[src/rtl/imm_gen_stage.sv]
// imm_gen_stage: RISC-V immediate generator feeding a 2-entry in-order output FIFO.
// Optional feature macro: IMM_ZTYPE_CSR_EN (enables the Z-type CSR uimm on code 3'd6).
module imm_gen_stage #(
    parameter int XLEN      = 32,
    parameter int ERR_CNT_W = 8
) (
    input  logic                 clk,
    input  logic                 rst_n,
    input  logic                 flush,
    input  logic                 in_valid,
    output logic                 in_ready,
    input  logic [31:0]          instr,
    input  logic [2:0]           imm_type,
    output logic                 out_valid,
    input  logic                 out_ready,
    output logic [XLEN-1:0]      imm_out,
    output logic                 type_err,
    output logic [ERR_CNT_W-1:0] err_count
);
    localparam logic [2:0] T_I = 3'd1;
    localparam logic [2:0] T_S = 3'd2;
    localparam logic [2:0] T_B = 3'd3;
    localparam logic [2:0] T_U = 3'd4;
    localparam logic [2:0] T_J = 3'd5;
`ifdef IMM_ZTYPE_CSR_EN
    localparam logic [2:0] T_Z = 3'd6;
`endif

    logic [XLEN-1:0] mem_imm [2];
    logic            mem_err [2];
    logic            wptr, rptr, n_rptr;
    logic [1:0]      count, n_count;
    logic            push, pop, hit;
    logic [31:0]     v;
    logic            err;
    logic [XLEN-1:0] new_imm;
    logic            unused_low;

    assign unused_low = ^instr[6:0];
    assign in_ready   = count != 2'd2;
    assign out_valid  = count != 2'd0;
    assign push       = in_valid && in_ready && !flush;
    assign pop        = out_valid && out_ready;
    assign new_imm    = XLEN'($signed(v));

    // Form the 32-bit immediate; every class fits in 32 bits and is then sign-extended to XLEN
    always_comb begin
        v = (imm_type == T_I) ? {{20{instr[31]}}, instr[31:20]} :
            (imm_type == T_S) ? {{20{instr[31]}}, instr[31:25], instr[11:7]} :
            (imm_type == T_B) ? {{20{instr[31]}}, instr[7], instr[30:25], instr[11:8], 1'b0} :
            (imm_type == T_U) ? {instr[31:12], 12'd0} :
            (imm_type == T_J) ? {{12{instr[31]}}, instr[19:12], instr[20], instr[30:21], 1'b0} :
            32'd0;
        err = imm_type >= 3'd6;
`ifdef IMM_ZTYPE_CSR_EN
        if (imm_type == T_Z) begin
            v   = {27'd0, instr[19:15]};
            err = 1'b0;
        end
`endif
    end

    // Next head: a push lands directly on the head slot when it is the one being read next
    always_comb begin
        n_count = count + {1'b0, push} - {1'b0, pop};
        n_rptr  = rptr ^ pop;
        hit     = push && (n_rptr == wptr);
    end

    // Storage array; contents only matter while count covers them, so no reset needed
    always_ff @(posedge clk) begin
        if (push) begin
            mem_imm[wptr] <= err ? '0 : new_imm;
            mem_err[wptr] <= err;
        end
    end

    // Occupancy, pointers and the registered head; head holds its value once the FIFO empties
    always_ff @(posedge clk or negedge rst_n) begin
        if (!rst_n) begin
            count    <= 2'd0;
            wptr     <= 1'b0;
            rptr     <= 1'b0;
            imm_out  <= '0;
            type_err <= 1'b0;
        end else if (flush) begin
            count <= 2'd0;
            wptr  <= 1'b0;
            rptr  <= 1'b0;
        end else begin
            count <= n_count;
            wptr  <= wptr ^ push;
            rptr  <= n_rptr;
            if (n_count != 2'd0) begin
                imm_out  <= hit ? (err ? '0 : new_imm) : mem_imm[n_rptr];
                type_err <= hit ? err : mem_err[n_rptr];
            end
        end
    end

    // Saturating count of accepted illegal-type instructions; survives flush
    always_ff @(posedge clk or negedge rst_n) begin
        if (!rst_n) err_count <= '0;
        else if (push && err && !(&err_count)) err_count <= err_count + 1'b1;
    end
endmodule

[config.mk]
export PLATFORM = sky130hd
export DESIGN_NAME = imm_gen_stage
export DESIGN_NICKNAME = d
export VERILOG_FILES = /design/src/rtl/imm_gen_stage.sv
export SDC_FILE = /design/constraint.sdc
export NUM_CORES = 1
export LEC_CHECK = 0
export CELL_PAD_IN_SITES_DETAIL_PLACEMENT = 0
export CELL_PAD_IN_SITES_GLOBAL_PLACEMENT = 1
export CORE_MARGIN = 2
export CORE_UTILIZATION = 42
export CTS_CLUSTER_SIZE = 16
export DETAILED_ROUTE_END_ITERATION = 16
export PLACE_DENSITY_LB_ADDON = 0.1
export SETUP_SLACK_MARGIN = 0.15
export SLEW_MARGIN = 20
export SYNTH_ARGS = -nofsm -noshare
export SYNTH_HDL_FRONTEND = slang
export SYNTH_SLANG_ARGS = --single-unit
[constraint.sdc]
create_clock -name clk -period 3.35 [get_ports clk]
set_clock_uncertainty 0.2 [all_clocks]
set_input_delay 0.8375 -clock clk [delete_from_list [all_inputs] [get_ports clk]]
set_output_delay 0.8375 -clock clk [all_outputs]
set_load 0.03 [all_outputs]
After elaboration in Yosys (flattened, before gate mapping). Memories as Yosys holds them, arrays and structs flattened. A register that Yosys moved wholly into a read port is not among the register bits. Cells that the tools add are included.

Add/sub/neg operators: 3. Order comparisons: 1. Eq/ne operators: 6. Multiplexer cells: 11. Bitwise logic cells: 3. Reduce and logical (&&, ||, !) cells: 13.

Operator list (number): 32-bit two-way mux (6); 8-bit by 1-bit adder with 8-bit output (second input constant) (1); 8-bit AND reduction (1); 3-bit by 2-bit == test with 1-bit output (second input constant) (2); 3-bit == test (second input constant) (2); 1-bit logical AND (5); 1-bit logical NOT (4); 1-bit two-way mux (4); 2-bit nonzero test (2); 3-bit by 1-bit == test with 1-bit output (second input constant) (1); 3-bit greater-or-equal comparator (second input constant) (1); 2-bit by 1-bit adder with 2-bit output (1); 2-bit two-way mux (1); 2-bit inequality test (second input constant) (1); 2-bit AND reduction (1); 2-bit by 1-bit subtractor with 2-bit output (1); 1-bit XOR (2); 1-bit NOT (1).

Register bits after elaboration: 12. Memory bits (writable): 66. Word-level logic and storage cells: 43. Memories: 2.

Memories: mem_imm (depth 2, width 32, read ports 1, clocked after memory_dff 1, write ports 1, line 29) `logic [XLEN-1:0] mem_imm [2];`; mem_err (depth 2, width 1, read ports 1, clocked after memory_dff 1, write ports 1, line 30) `logic mem_err [2];`.

Depth between registers and ports, before layout. Gate-level depths: netlist of run 1.

Depth in word-level cells: 7. Mapped depth: 12. Depth with buffers taken out: 10.

Worst setup path before layout of run 1. Ideal clock, no wire load.

Path type: input to register. Start point: input port flush. End point: register type_err (read register of mem_err). Arrival time: 2568 ps. Required time: 3029 ps. Setup slack: 461 ps. Stages on the path: 10. Buffers on the path: 2. Path through: nand3b_1 > ha_1 > inv_1 > ha_1 > xor3_1 > nor2_1 > or2_1 > buf_2 > buf_2 > a22o_1.

Longest elaborated chain between the ends: 6.

RTL lines: from (decl) (line 9) `input logic flush,`; 1-bit logical NOT (line 42) `assign push = in_valid && in_ready && !flush;`; 1-bit logical AND (line 42); 2-bit by 1-bit adder with 2-bit output (line 65) `n_count = count + {1'b0, push} - {1'b0, pop};`; 2-bit by 1-bit subtractor with 2-bit output (line 65); 2-bit nonzero test (line 94) `if (n_count != 2'd0) begin`; 2-bit AND reduction (no source line) *; to (decl) (line 17) `output logic type_err,`.

Every way passes the cells marked *; elsewhere a longest branch is shown, timed or not. A chain may end at the register's enable or synchronous reset.

Worst setup path in the final report of run 1.
Start point: input port flush. End point: register imm_out[5].

Longest elaborated chain between the ends: 6.

RTL lines: 1-bit logical NOT (line 42); 1-bit logical AND (line 42); 2-bit by 1-bit adder with 2-bit output (line 65); 2-bit by 1-bit subtractor with 2-bit output (line 65); 2-bit nonzero test (line 94); 2-bit AND reduction (no source line) *; to (signal assigned) (line 95) `imm_out <= hit ? (err ? '0 : new_imm) : mem_imm[n_rptr];`; to (decl) (line 16) `output logic [XLEN-1:0] imm_out,`.

Marked as above.

==> results of run 1 <==
## power by group
group	internal (µW)	leakage, µW	switching, µW
Clock	526	0.000128	449
Sequential	1760	0.00118	164
Combinational	990	0.00112	1410
Total	3280	0.00243	2030
## cell usage after synthesis (7+ instances only)
cell type  number  area, µm²
a211oi_1       26        195
a21o_1         19        143
nor2b_1        32        200
edfxtp_1       66       1980
nor2_1         12       45.0
xnor2_1         7       61.3
buf_2          13       65.1
dfrtp_1        45       1130
nand2_1        40        150
o21ai_1        46        230
mux2_2          7       78.8
a21oi_1         8       40.0
clkbuf_1       13       48.8
## flip-flops by register name (all words and copies together), names as in the netlist
signal,flops
err_count,8
mem_err,2
rptr,1
wptr,1
imm_out,32
mem_imm,64
type_err,1
count,2
## cell type report
cell class | count | area [µm²] | share of cell area
Clock buffer | 15 | 258 | 0.0420
Clock inverter | 1 | 5.00 | 0.000816
Inverter | 5 | 18.8 | 0.00306
Multi-Input combinational cell | 253 | 1620 | 0.264
Sequential cell | 111 | 3110 | 0.507
Tap cell | 143 | 179 | 0.0292
Timing Repair Buffer | 98 | 943 | 0.154
## through the flow
stage	area [µm²]	std cells	util	power (µW)
final	6130	626	0.542	5310
after CTS	6130	626	0.542	5370
after detailed placement	5870	610	0.518	4390
after floorplan	4840	395	-	3440
after global routing	6130	626	0.542	5640
after global placement	5870	610	0.518	4360
## routing by layer
| metal | routed length, µm | up-vias | share of wire | GRT usage |
|---|---|---|---|---|
| li1 | - | 1593 | - | - |
| met1 | 5060 | 1632 | 0.46 | 0.248 |
| met2 | 5410 | 59 | 0.49 | 0.301 |
| met3 | 411 | 12 | 0.037 | 0.0468 |
| met4 | 175 | 0 | 0.016 | 0.0584 |
| met5 | 0 | - | 0 | 0 |
## layout by cell type, fill, tap and decap left out, drive strengths merged, types with 8 or more instances in the layout
cell type	netlist	final
a211oi	26	26
a21o	19	19
a21oi	8	8
buf	13	24
clkbuf	13	15
clkdlybuf4s50	0	74
dfrtp	45	45
edfxtp	66	66
mux2	8	8
nand2	40	40
nor2	13	13
nor2b	32	32
o21ai	53	53
## worst max-delay path by stage
| stage | start | end | slack (ps) | depth (start not counted) |
|---|---|---|---|---|
| floorplan | flush | type_err$_DFFE_PN0P_ | 460 | 10 |
| finish | flush | imm_out[5]$_DFFE_PN0P_ | 490 | 11 |
| detailed placement | flush | imm_out[23]$_DFFE_PN0P_ | 110 | 11 |
| global route | flush | imm_out[20]$_DFFE_PN0P_ | 310 | 11 |
| CTS | flush | imm_out[23]$_DFFE_PN0P_ | 470 | 11 |
| global placement | flush | imm_out[20]$_DFFE_PN0P_ | 110 | 11 |
## worst max-delay path, stage by stage
cell             delay (ps)
clkdlybuf4s50_1         410
nand3b_1                190
ha_1                    290
inv_1                    40
ha_1                    170
xor3_1                  200
nor2_1                   60
or2_1                   280
buf_12                  190
a31oi_1                 150
a21oi_1                  80
## logic make-up (layout without fill, tap and decap cells)
| group | count (synthesis) | in the layout | synth area share |
|---|---|---|---|
| and+or+nand+nor | 108 | 108 | 0.114 |
| buffers and inverters | 31 | 119 | 0.0274 |
| muxes | 9 | 9 | 0.0207 |
| xor gates and xnor gates | 11 | 11 | 0.0230 |
| adders and majority gates | 5 | 5 | 0.0129 |
| DFF | 111 | 111 | 0.642 |
| AOI/OAI and AO/OA | 120 | 120 | 0.159 |
==> results.sh, run 1 <==
export IMPL_cts_sink_count=111
export IMPL_critPathKind="in2reg"
export IMPL_tightest_slew_ps=635
export IMPL_drt_first_pass_iters=4
export IMPL_drt_iter0_markers=118
export IMPL_die_h_um=111
export IMPL_synthesis_area_mm2=0.00484
export IMPL_port_buffers=75
export IMPL_antenna_left=0
export IMPL_antenna_found_initial=0
export IMPL_path_clk_slew_ps=70
export IMPL_required_ps=3380
export IMPL_grt_max_degree=33
export IMPL_cap_viol_max_count=0
export IMPL_gp_congestion=0.854
export IMPL_finalHoldViolCount=0
export IMPL_core_mm2=0.0113
export IMPL_nNetsFinal=523
export IMPL_grt_util_all_layers=0.186
export IMPL_r2r_end="imm_out[5]$_DFFE_PN0P_"
export IMPL_synth_edf_count=66
export IMPL_slew_headroom=0.575
export IMPL_syn_avg_cell_area_um2=12.2
export IMPL_cts_tree="yes"
export IMPL_p_leak_uw=0.00243
export IMPL_ys_ff_latch=111
export IMPL_period_minus_slack_ps=2860
export IMPL_root_buffer="clkbuf_16"
export IMPL_numCtsBuffers=9
export IMPL_drive_gt1_frac=0.104
export IMPL_start_util=0.427
export IMPL_setup_viol=0
export IMPL_min_period_over_period=0.854
export IMPL_worst_setup_path_start_kind="input pin"
export IMPL_yosysUniqueCellTypes=37
export IMPL_grt_pass1_vias=3245
export IMPL_netlist_instances=395
export IMPL_wl_mm=11.0
export IMPL_hold_slack_ps=272
export IMPL_path_max_fanout=19
export IMPL_nFillCells=1003
export IMPL_r2r_cells=11
export IMPL_peakVddDrop_uv=510
export IMPL_syn2layout_area_growth_pct=26.7
export IMPL_end_kind="flop"
export IMPL_clkLatencyLatePin_ps=350
export IMPL_worstPathArrival_ps=2900
export IMPL_drc=0
export IMPL_row_count=39
export IMPL_ys_async_sr_fraction=0.405
export IMPL_die_area_mm2=0.0124
export IMPL_dieWidth_um=111
export IMPL_yosysSeqAreaShare=0.642
export IMPL_fin_ws_ps=488
export IMPL_status="complete, no violations"
export IMPL_vias_per_cell=5.27
export IMPL_yosysWarnings=0
export IMPL_min_path_type="in2async"
export IMPL_post_cts_buffers=0
export IMPL_tns_ps=0
export IMPL_io_pin_count=83
export IMPL_max_freq_mhz=349
export IMPL_htreeDepth=3
export IMPL_cts_resized=0
export IMPL_synthFlopType="edfxtp_1"
export IMPL_dr_total_vias=3296
export IMPL_cts_max_path_buffers=2
export IMPL_insertedDiodeCount=0
export IMPL_reg2reg_setup_slack_ps=940
export IMPL_dpl_worst_slack_ps=108
export IMPL_globalRouteOverflowTotal=0
export IMPL_rsz0062_at_grt="no"
export IMPL_cts_hold_fix_buffers=0
export IMPL_grt_pass1_wl_mm=17.8
export IMPL_finalMaxSlewViolations=0
export IMPL_synth_nets=440
export IMPL_powerDensity_mw_per_mm2=865
export IMPL_rr_startpoint="count[0]$_DFF_PN0_"
export IMPL_dpl_hpwl_mm=7.21
export IMPL_routedWlPerCell_um=17.7
No activity file was read; power rests on OpenSTA's default activity.
==> run 2: changes to the inputs <==
MAX_ROUTING_LAYER = met4   (was unset)
==> run 2 against run 1 <==
  * Combinational power barely moved
  * Via count fell by 0.61%
  * Count of clock-buffer cells in the layout did not move
  * Cell count did not move
  * Sequential share of layout area did not move
  * Final area did not move
  * Die area did not move
  * Power fell by 0.20%
  * Clock power fell by 0.4%
  * Routed wire length fell by 0.27%
  * Critical endpoint unchanged
  * Highest routed layer unchanged
==> results.sh, run 2 (synthesized netlist as in run 1, its figures left out) <==
export IMPL_status="complete, no violations"
export IMPL_setup_viol=0
export IMPL_worstPathArrival_ps=2890
export IMPL_start_util=0.427
export IMPL_internal_power_uw=3280
export IMPL_wl_mm=11.0
export IMPL_drc=0
export IMPL_reg_top3="mem_imm x64, imm_out x32, err_count x8"
export IMPL_period_minus_slack_ps=2860
export IMPL_grt_pass1_wl_mm=17.8
export IMPL_root_buffer="clkbuf_16"
export IMPL_drt_first_pass_iters=4
export IMPL_regMostFlops="mem_imm"
export IMPL_path_clk_slew_ps=70
export IMPL_clkLatencyLatePin_ps=340
export IMPL_grt_max_degree=33
export IMPL_tightest_slew_ps=635
export IMPL_worst_setup_path_start_kind="input pin"
export IMPL_grt_pass1_vias=3244
export IMPL_routedWlPerCell_um=17.6
export IMPL_required_ps=3380
export IMPL_power_frac_seq=0.364
export IMPL_gr_usage_met3=0.0528
export IMPL_core_mm2=0.0113
export IMPL_finalHoldViolCount=0
export IMPL_cap_viol_max_count=0
export IMPL_die_h_um=111
export IMPL_grt_util_all_layers=0.191
export IMPL_min_period_over_period=0.854
export IMPL_use_met2=0.301
export IMPL_p_sw_uw=2020
export IMPL_p_leak_uw=0.00243
export IMPL_insertedDiodeCount=0
export IMPL_powerDensity_mw_per_mm2=864
export IMPL_io_pin_count=83
export IMPL_dieWidth_um=111
export IMPL_critPathSlowestCell="clkdlybuf4s50_1"
export IMPL_drt_iter0_markers=131
export IMPL_syn2layout_area_growth_pct=26.7
export IMPL_dr_total_vias=3276
export IMPL_largest_reg_flops=64
export IMPL_globalRouteOverflowTotal=0
export IMPL_htreeDepth=3
export IMPL_drive_gt1_frac=0.104
export IMPL_switching_share=0.381
export IMPL_row_count=39
export IMPL_layout_common_cells="74 x clkdlybuf4s50_1, 66 x edfxtp_1, 46 x o21ai_1, 45 x dfrtp_1, 40 x nand2_1"
export IMPL_gp_congestion=0.867
export IMPL_path_max_fanout=19
export IMPL_max_freq_mhz=350
export IMPL_r2r_end="imm_out[17]$_DFFE_PN0P_"
export IMPL_die_area_mm2=0.0124
export IMPL_peakVddDrop_uv=510
export IMPL_rsz0062_at_grt="no"
export IMPL_dp_cells=610
export IMPL_cp_cell_sequence="clkdlybuf4s50_1, nand3b_1, ha_1, inv_1, ha_1, xor3_1, nor2_1, or2_1, buf_12, a31oi_1, a21oi_1"
export IMPL_end_kind="flop"
export IMPL_cts_hold_fix_buffers=0
export IMPL_clockPowerShare=0.183
export IMPL_stdcell_area_mm2=0.00613
export IMPL_antenna_left=0
export IMPL_port_buffers=75
export IMPL_combinationalPowerShare=0.453
export IMPL_slew_headroom=0.575
export IMPL_critPathKind="in2reg"
export IMPL_vias_per_cell=5.23
export IMPL_cts_sink_count=111
export IMPL_numCtsBuffers=9
export IMPL_placed_area_mm2=0.00587
export IMPL_post_cts_buffers=0
export IMPL_final_common_cell="clkdlybuf4s50_1"
export IMPL_fin_cells=626
export IMPL_critical_path_max_stage_delay_ps=410
export IMPL_r2r_cells=11
export IMPL_dpl_hpwl_mm=7.21
export IMPL_antenna_found_initial=0
export IMPL_nFillCells=1003
export IMPL_crit_top_cell="ha_1"
export IMPL_met1_usage=0.249
export IMPL_cts_resized=0
export IMPL_cts_tree="yes"
export IMPL_hold_slack_ps=277
export IMPL_reg2reg_setup_slack_ps=940
export IMPL_min_path_type="in2async"
export IMPL_cts_max_path_buffers=2
export IMPL_finalMaxSlewViolations=0
export IMPL_grt_busiest_layer="met2"
export IMPL_nNetsFinal=523
export IMPL_tns_ps=0
export IMPL_rr_startpoint="count[0]$_DFF_PN0_"
## run 2: cell counts in the layout (fill, tap and decap cells not counted)
Identical to the previous run, type by type.
## run 2: through the flow
step / setup slack [ps] / power, µW / utilization
6_report: 490 / 5290 / 0.542
5_1_grt: 313 / 5650 / 0.542
4_1_cts: 468 / 5370 / 0.542
3_5_place_dp: 108 / 4390 / 0.518
3_3_place_gp: 109 / 4360 / 0.518
2_1_floorplan: 461 / 3440 / -
## run 2: per-layer routing
| metal | share of wire | vias up | routed length, µm |
|---|---|---|---|
| met4 | 0.011 | 0 | 125 |
| met5 | 0 | - | 0 |
| li1 | - | 1592 | - |
| met3 | 0.037 | 8 | 405 |
| met1 | 0.45 | 1613 | 4960 |
| met2 | 0.50 | 63 | 5530 |
## run 2: worst max path at each step
| stage | startpoint | endpoint | slack [ps] | cells after the start |
|---|---|---|---|---|
| after floorplan | flush | type_err$_DFFE_PN0P_ | 460 | 10 |
| after global placement | flush | imm_out[20]$_DFFE_PN0P_ | 110 | 11 |
| after detailed placement | flush | imm_out[23]$_DFFE_PN0P_ | 110 | 11 |
| after CTS | flush | imm_out[23]$_DFFE_PN0P_ | 470 | 11 |
| after global routing | flush | imm_out[20]$_DFFE_PN0P_ | 310 | 11 |
| final | flush | imm_out[5]$_DFFE_PN0P_ | 490 | 11 |
## run 2: worst max-delay path, delay by kind of cell
family	cells	cell delay (ps)
XOR/XNOR	1	200
AND/OR/NAND/NOR	3	520
AO/OA/AOI/OAI	2	230
adder cells (fa/ha/maj)	2	460
buffers and inverters	3	630
## run 2: layout make-up
cell class	count	area, µm²	share of cell area
sequential	111	3110	0.507
multi-input combinational	253	1620	0.264
timing repair buffer	98	943	0.154
clock buffer	15	258	0.0420
tap	143	179	0.0292
inverter	5	18.8	0.00306
clock inverter	1	5.00	0.000816
## run 2: power by group through the flow
stage	logic [µW]	registers [µW]	clock network [µW]
after floorplan	1100	2340	0
after global placement	2420	1950	0
after detailed placement	2430	1950	0
after CTS	2440	1930	1000
after global routing	2630	1960	1060
final	2400	1930	971
